===== config.mk =====
export PLATFORM = sky130hd
export DESIGN_NAME = alarm
export DESIGN_NICKNAME = d
export VERILOG_FILES = /design/src/rtl/alarm_pkg.sv /design/src/rtl/alarm.sv
export SDC_FILE = /design/constraint.sdc
export NUM_CORES = 1
export LEC_CHECK = 0
export ABC_AREA = 1
export ABC_CLOCK_PERIOD_IN_PS = 1700
export BUFFER_PORTS_ARGS = -buffer_cell sky130_fd_sc_hd__buf_2
export CELL_PAD_IN_SITES_DETAIL_PLACEMENT = 1
export CELL_PAD_IN_SITES_GLOBAL_PLACEMENT = 2
export CORE_MARGIN = 1
export CORE_UTILIZATION = 31
export DETAILED_ROUTE_END_ITERATION = 8
export PLACE_DENSITY = 0.79
export REMOVE_ABC_BUFFERS = 1
export SLEW_MARGIN = 20
export SYNTH_ARGS = -nofsm -noshare
export SYNTH_HDL_FRONTEND = slang
export SYNTH_SLANG_ARGS = --single-unit
export TNS_END_PERCENT = 10

===== constraint.sdc =====
create_clock -name clk -period 1.7 [get_ports clk]
set_input_delay 0.255 -clock clk [delete_from_list [all_inputs] [get_ports clk]]
set_output_delay 0.255 -clock clk [all_outputs]
set_load 0.01 [all_outputs]

===== src/rtl/alarm_pkg.sv =====
// Shared types and defaults for the two-sensor intrusion alarm.
package alarm_pkg;

    typedef enum logic [1:0] {
        QUIET = 2'b00,
        OCCUR = 2'b01,
        ALARM = 2'b10
    } alarm_state_t;

    localparam int unsigned PERSIST_CYCLES_DEFAULT = 4;

endpackage


===== src/rtl/alarm.sv =====
// Two-sensor intrusion alarm: occurrence flag on any sensor, sticky alarm light on
// both sensors together or one sensor persisting for PERSIST_CYCLES OCCUR cycles.
module alarm
    import alarm_pkg::*;
#(
    parameter int unsigned PERSIST_CYCLES = PERSIST_CYCLES_DEFAULT,
    parameter int unsigned CNT_W          = 4
) (
    input  logic clk,
    input  logic sens1,
    input  logic sens2,
    input  logic reset,
    output logic occurrence,
    output logic alarm_l
);

    localparam logic [CNT_W-1:0] PERSIST_LIM = CNT_W'(PERSIST_CYCLES);
    localparam logic [CNT_W-1:0] CNT_MAX     = {CNT_W{1'b1}};
    localparam logic [CNT_W-1:0] CNT_ONE     = CNT_W'(1);

    alarm_state_t     state_q, state_d;
    logic [CNT_W-1:0] cnt_q, cnt_d;
    logic             any_sens, both_sens;

    assign any_sens  = sens1 | sens2;
    assign both_sens = sens1 & sens2;

    always_ff @(posedge clk) begin
        if (reset) begin
            state_q <= QUIET;
            cnt_q   <= '0;
        end else begin
            state_q <= state_d;
            cnt_q   <= cnt_d;
        end
    end

    // cnt_q holds the number of OCCUR cycles seen so far, including the current one.
    always_comb begin
        state_d = state_q;
        cnt_d   = cnt_q;
        case (state_q)
            QUIET: begin
                if (any_sens) begin
                    state_d = OCCUR;
                    cnt_d   = CNT_ONE;
                end else begin
                    cnt_d = '0;
                end
            end
            OCCUR: begin
                if (both_sens) begin
                    state_d = ALARM;
                end else if (any_sens) begin
                    if (cnt_q >= PERSIST_LIM) begin
                        state_d = ALARM;
                    end else if (cnt_q != CNT_MAX) begin
                        cnt_d = cnt_q + CNT_ONE;
                    end
                end else begin
                    state_d = QUIET;
                    cnt_d   = '0;
                end
            end
            ALARM: begin
                state_d = ALARM;
            end
            default: begin
                state_d = QUIET;
                cnt_d   = '0;
            end
        endcase
    end

    always_comb begin
        occurrence = 1'b0;
        alarm_l    = 1'b0;
        case (state_q)
            OCCUR: occurrence = 1'b1;
            ALARM: begin
                occurrence = 1'b1;
                alarm_l    = 1'b1;
            end
            default: ;
        endcase
    end

endmodule


==> impl_results.html <==
<table>
<tr><th>Metric</th><th>Value</th></tr>
<tr><th colspan="2">Detailed routing</th></tr>
<tr><td>Aggregate routed wire length</td><td>833 um</td></tr>
<tr><td>Vias per std cell</td><td>4.36</td></tr>
<tr><td>Initial DRC Count</td><td>6</td></tr>
<tr><td>Number of detailed-route iterations in the first pass</td><td>4</td></tr>
<tr><td>Via count</td><td>366</td></tr>
<tr><td>Remaining design rule violation count</td><td>0</td></tr>
<tr><td>Per-cell routed wire length</td><td>9.92 um</td></tr>
<tr><td>Number of nets with antenna violations after detailed routing</td><td>0</td></tr>
<tr><th colspan="2">Global route</th></tr>
<tr><td>Total overflow reported by the global router</td><td>0</td></tr>
<tr><td>Global routing usage summed across all routing layers</td><td>14.6%</td></tr>
<tr><td>Via count of the first global-routing pass</td><td>343</td></tr>
<tr><td>Number of antenna violations at the first check in global routing</td><td>0</td></tr>
<tr><td>First-pass GRT wire length</td><td>1.45 mm</td></tr>
<tr><td>Maximum number of pins on one net before global-route repair</td><td>6</td></tr>
<tr><th colspan="2">Pwr</th></tr>
<tr><td>Switch share</td><td>35.5%</td></tr>
<tr><td>Sequential fraction of design power</td><td>36.6%</td></tr>
<tr><td>Power per standard cell area</td><td>936 mW/mm^2</td></tr>
<tr><td>Peak supply drop</td><td>390 uV</td></tr>
<tr><td>Leakage</td><td>0.257 nW</td></tr>
<tr><td>Relative contribution of the clock network to total power</td><td>27.2%</td></tr>
<tr><td>Net Switching</td><td>0.000168 W</td></tr>
<tr><td>Internal power summed over all cells</td><td>0.000305 W</td></tr>
<tr><td>Total power consumption of the routed design</td><td>0.000473 W</td></tr>
<tr><td>Comb power frac</td><td>36.3%</td></tr>
<tr><th colspan="2">Floorplan</th></tr>
<tr><td>Count of standard-cell rows</td><td>13</td></tr>
<tr><td>Area of the placeable core</td><td>0.00132 sq mm</td></tr>
<tr><td>Chip Height</td><td>39.6 um</td></tr>
<tr><td>Number of top-level design ports</td><td>6</td></tr>
<tr><td>Overall die area</td><td>0.00157 sq mm</td></tr>
<tr><td>Starting density of the core</td><td>33.3%</td></tr>
<tr><td>Die span in x</td><td>39.6 um</td></tr>
<tr><th colspan="2">Timing</th></tr>
<tr><td>Setup TNS Final</td><td>0 ns</td></tr>
<tr><td>Hold WS</td><td>0.202 ns</td></tr>
<tr><td>Final worst clock skew</td><td>0.00411 ns</td></tr>
<tr><td>Worst path setup slack after routing</td><td>0.299 ns</td></tr>
<tr><td>Min Clock Period, post-route</td><td>1.40 ns</td></tr>
<tr><td>Slew margin rel.</td><td>84.6%</td></tr>
<tr><td>Transition at the pin with the smallest max-transition slack</td><td>0.231 ns</td></tr>
<tr><td>Setup violators final</td><td>0</td></tr>
<tr><td>Final number of hold-violating endpoints</td><td>0</td></tr>
<tr><td>Final max-slew violation count</td><td>0</td></tr>
<tr><td>Setup repair after global routing missed its margin</td><td>no</td></tr>
<tr><td>Period Utilization, post-route</td><td>82.4%</td></tr>
<tr><td>Highest clock frequency the design can meet</td><td>714 MHz</td></tr>
<tr><th colspan="2">Critical path</th></tr>
<tr><td>Worst EP required</td><td>1.44 ns</td></tr>
<tr><td>Crit path buffers/inverters</td><td>2</td></tr>
<tr><td>CP delay by family, top</td><td>flip-flops</td></tr>
<tr><td>Cells along the critical path</td><td>inv_1 &gt; ha_1 &gt; buf_2</td></tr>
<tr><td>Critical Setup Path Class</td><td>reg -&gt; out</td></tr>
<tr><td>Critical Path Sink Type</td><td>output port</td></tr>
<tr><td>Data arrival time at the worst-slack endpoint</td><td>1.15 ns</td></tr>
<tr><td>Slowest cell on crit path</td><td>dfxtp_1</td></tr>
<tr><td>Highest cell delay on the worst timing path</td><td>0.37 ns</td></tr>
<tr><td>Worst Setup Start Kind</td><td>register</td></tr>
<tr><td>Worst Path Max Fanout</td><td>4</td></tr>
<tr><th colspan="2">Cells and area</th></tr>
<tr><td>N_diodes</td><td>0</td></tr>
<tr><td>Synthesis-to-finish area growth</td><td>15.1%</td></tr>
<tr><td>Fraction of layout instances using a drive strength above 1</td><td>29.0%</td></tr>
<tr><td>Final core occ</td><td>38.4%</td></tr>
<tr><td>Total number of nets in the final design</td><td>81</td></tr>
<tr><th colspan="2">Logic synthesis</th></tr>
<tr><td>Number of distinct library cells after synthesis</td><td>15</td></tr>
<tr><td>Cell accounting for the most synthesized area</td><td>dfxtp_1</td></tr>
<tr><td>Number of enable-type register cells in the synthesized netlist</td><td>0</td></tr>
<tr><td>Area of the mapped netlist</td><td>439 sq um</td></tr>
<tr><td>Async set-or-reset flop fraction in the synthesized netlist</td><td>0%</td></tr>
<tr><td>Instance count of the mapped netlist</td><td>61</td></tr>
<tr><td>Total of warnings raised by yosys</td><td>0</td></tr>
<tr><td>Share of the yosys chip area belonging to registers</td><td>27.4%</td></tr>
<tr><td>Post-synthesis sequential element count</td><td>6</td></tr>
<tr><td>Cell types with the largest area share after synthesis</td><td>dfxtp_1 27%, ha_1 17%, nand2_1 14%, inv_1 10%, nor2_2 7.1%</td></tr>
<tr><td>Avg Inst Size Synth</td><td>7.20 sq um</td></tr>
<tr><td>Library cell with the highest instance count after synthesis</td><td>nand2_1</td></tr>
<tr><td>Yosys top cell area share</td><td>27.4%</td></tr>
<tr><td>Top cell types by occurrence after synthesis</td><td>16 x nand2_1, 12 x inv_1, 6 x dfxtp_1, 6 x ha_1, 5 x nor2_2</td></tr>
<tr><td>Synth Flop Type</td><td>dfxtp_1</td></tr>
<tr><th colspan="2">Placed design</th></tr>
<tr><td>Placer's final routability congestion estimate</td><td>0.725</td></tr>
<tr><td>Worst slack, placed</td><td>0.414 ns</td></tr>
<tr><td>Final HPWL DP</td><td>716 um</td></tr>
<tr><td>Count of input and output buffers</td><td>5</td></tr>
<tr><th colspan="2">Clock tree</th></tr>
<tr><td>CTS buffer count</td><td>3</td></tr>
<tr><td>Gates resized, CTS repair</td><td>0</td></tr>
<tr><td>Buffers inserted during post-CTS setup optimization</td><td>0</td></tr>
<tr><td>Clk sinks</td><td>6</td></tr>
<tr><td>Hold Buf Count CTS</td><td>0</td></tr>
<tr><td>Clk_lat worst skew</td><td>0.24 ns</td></tr>
<tr><td>H-tree levels</td><td>1</td></tr>
<tr><td>Buffer type at the clock tree root</td><td>clkbuf_4</td></tr>
<tr><td>Clock tree from TritonCTS</td><td>yes</td></tr>
<tr><td>Largest buffer count on any clock path</td><td>2</td></tr>
<tr><td>CTS clk-pin slew, worst paths</td><td>0.04 ns</td></tr>
<tr><th colspan="2">Worst hold path</th></tr>
<tr><td>Path type of the worst min-delay path</td><td>in -&gt; reg</td></tr>
<tr><th colspan="2">Run status</th></tr>
<tr><td>Outcome</td><td>completed</td></tr>
<tr><th colspan="2">Flow run</th></tr>
<tr><td># Max-Cap Violations</td><td>0</td></tr>
</table>
[registers in the layout, summed over array words and instances (netlist names)]
signal / count
state_q: 2
cnt_q: 4
[layout by cell type (no fill, tap or decap), drive strengths merged]
cell type	Yosys	final
inv	13	13
a21oi	4	4
nand3b	1	1
dfxtp	6	6
clkbuf	0	3
ha	6	6
nand2	19	19
nor2	9	9
buf	0	5
o21ai	1	1
nand3	2	2
[power by group through the flow]
stage | Clock (W) | Sequential, W | Combinational (W)
detailed placement | 0 | 0.000176 | 0.000173
global placement | 0 | 0.000175 | 0.000167
global route | 0.000141 | 0.000175 | 0.000196
finish | 0.000129 | 0.000173 | 0.000172
floorplan | 0 | 0.000172 | 0.000135
CTS | 0.000133 | 0.000173 | 0.000175
[metrics by stage]
step / cells / area, sq um
4_1_cts: 84 / 505
5_1_grt: 84 / 505
2_1_floorplan: 61 / 439
6_report: 84 / 505
3_5_place_dp: 81 / 483
3_3_place_gp: 81 / 483
[cell type report]
type / instances / area [sq um]
fillers: 170 / 812
repair buffers: 5 / 25.0
multi-input cells: 42 / 270
flip-flops and latches: 6 / 120
clock buffers: 3 / 22.5
well taps: 15 / 18.8
inverters: 13 / 48.8
[cell families (layout without fill, tap and decap cells)]
kind of cell / Yosys count / count (layout) / share of synthesized area, %
AOI/OAI and AO/OA: 5 / 5 / 9.12
buffers and inverters: 13 / 21 / 11.1
and+or+nand+nor: 31 / 31 / 35.3
DFF: 6 / 6 / 27.4
adders and majority gates: 6 / 6 / 17.1
[worst register-to-register path, delay by kind of cell, from the launching register on]
kind                       cells  cell delay (ns)
adders and majority gates      1             0.29
buffers and inverters          2             0.17
and+or+nand+nor                6             0.41
DFF                            1             0.33
[path summary, 6_finish.rpt]
check | start | end | slack, ns | cells past startpoint
worst min register to register | cnt_q[2]$_SDFFE_PP0P_ | cnt_q[2]$_SDFFE_PP0P_ | 0.47 | 2
worst max-delay path | state_q[0]$_SDFFE_PP0P_ | occurrence | 0.30 | 3
worst min-delay path | reset | cnt_q[3]$_SDFFE_PP0P_ | 0.20 | 2
worst max register to register | state_q[1]$_SDFFE_PP0P_ | cnt_q[0]$_SDFFE_PP0P_ | 0.41 | 9
[layer usage]
layer  GRT usage (%)  up-vias  share of wire, %
met5               0        -                 0
met4            7.76        0               2.0
met3            5.11        4               1.7
met2            19.7        4                45
met1            19.8      158                51
li1                -      200                 -
(Power assumes the default switching activity.)
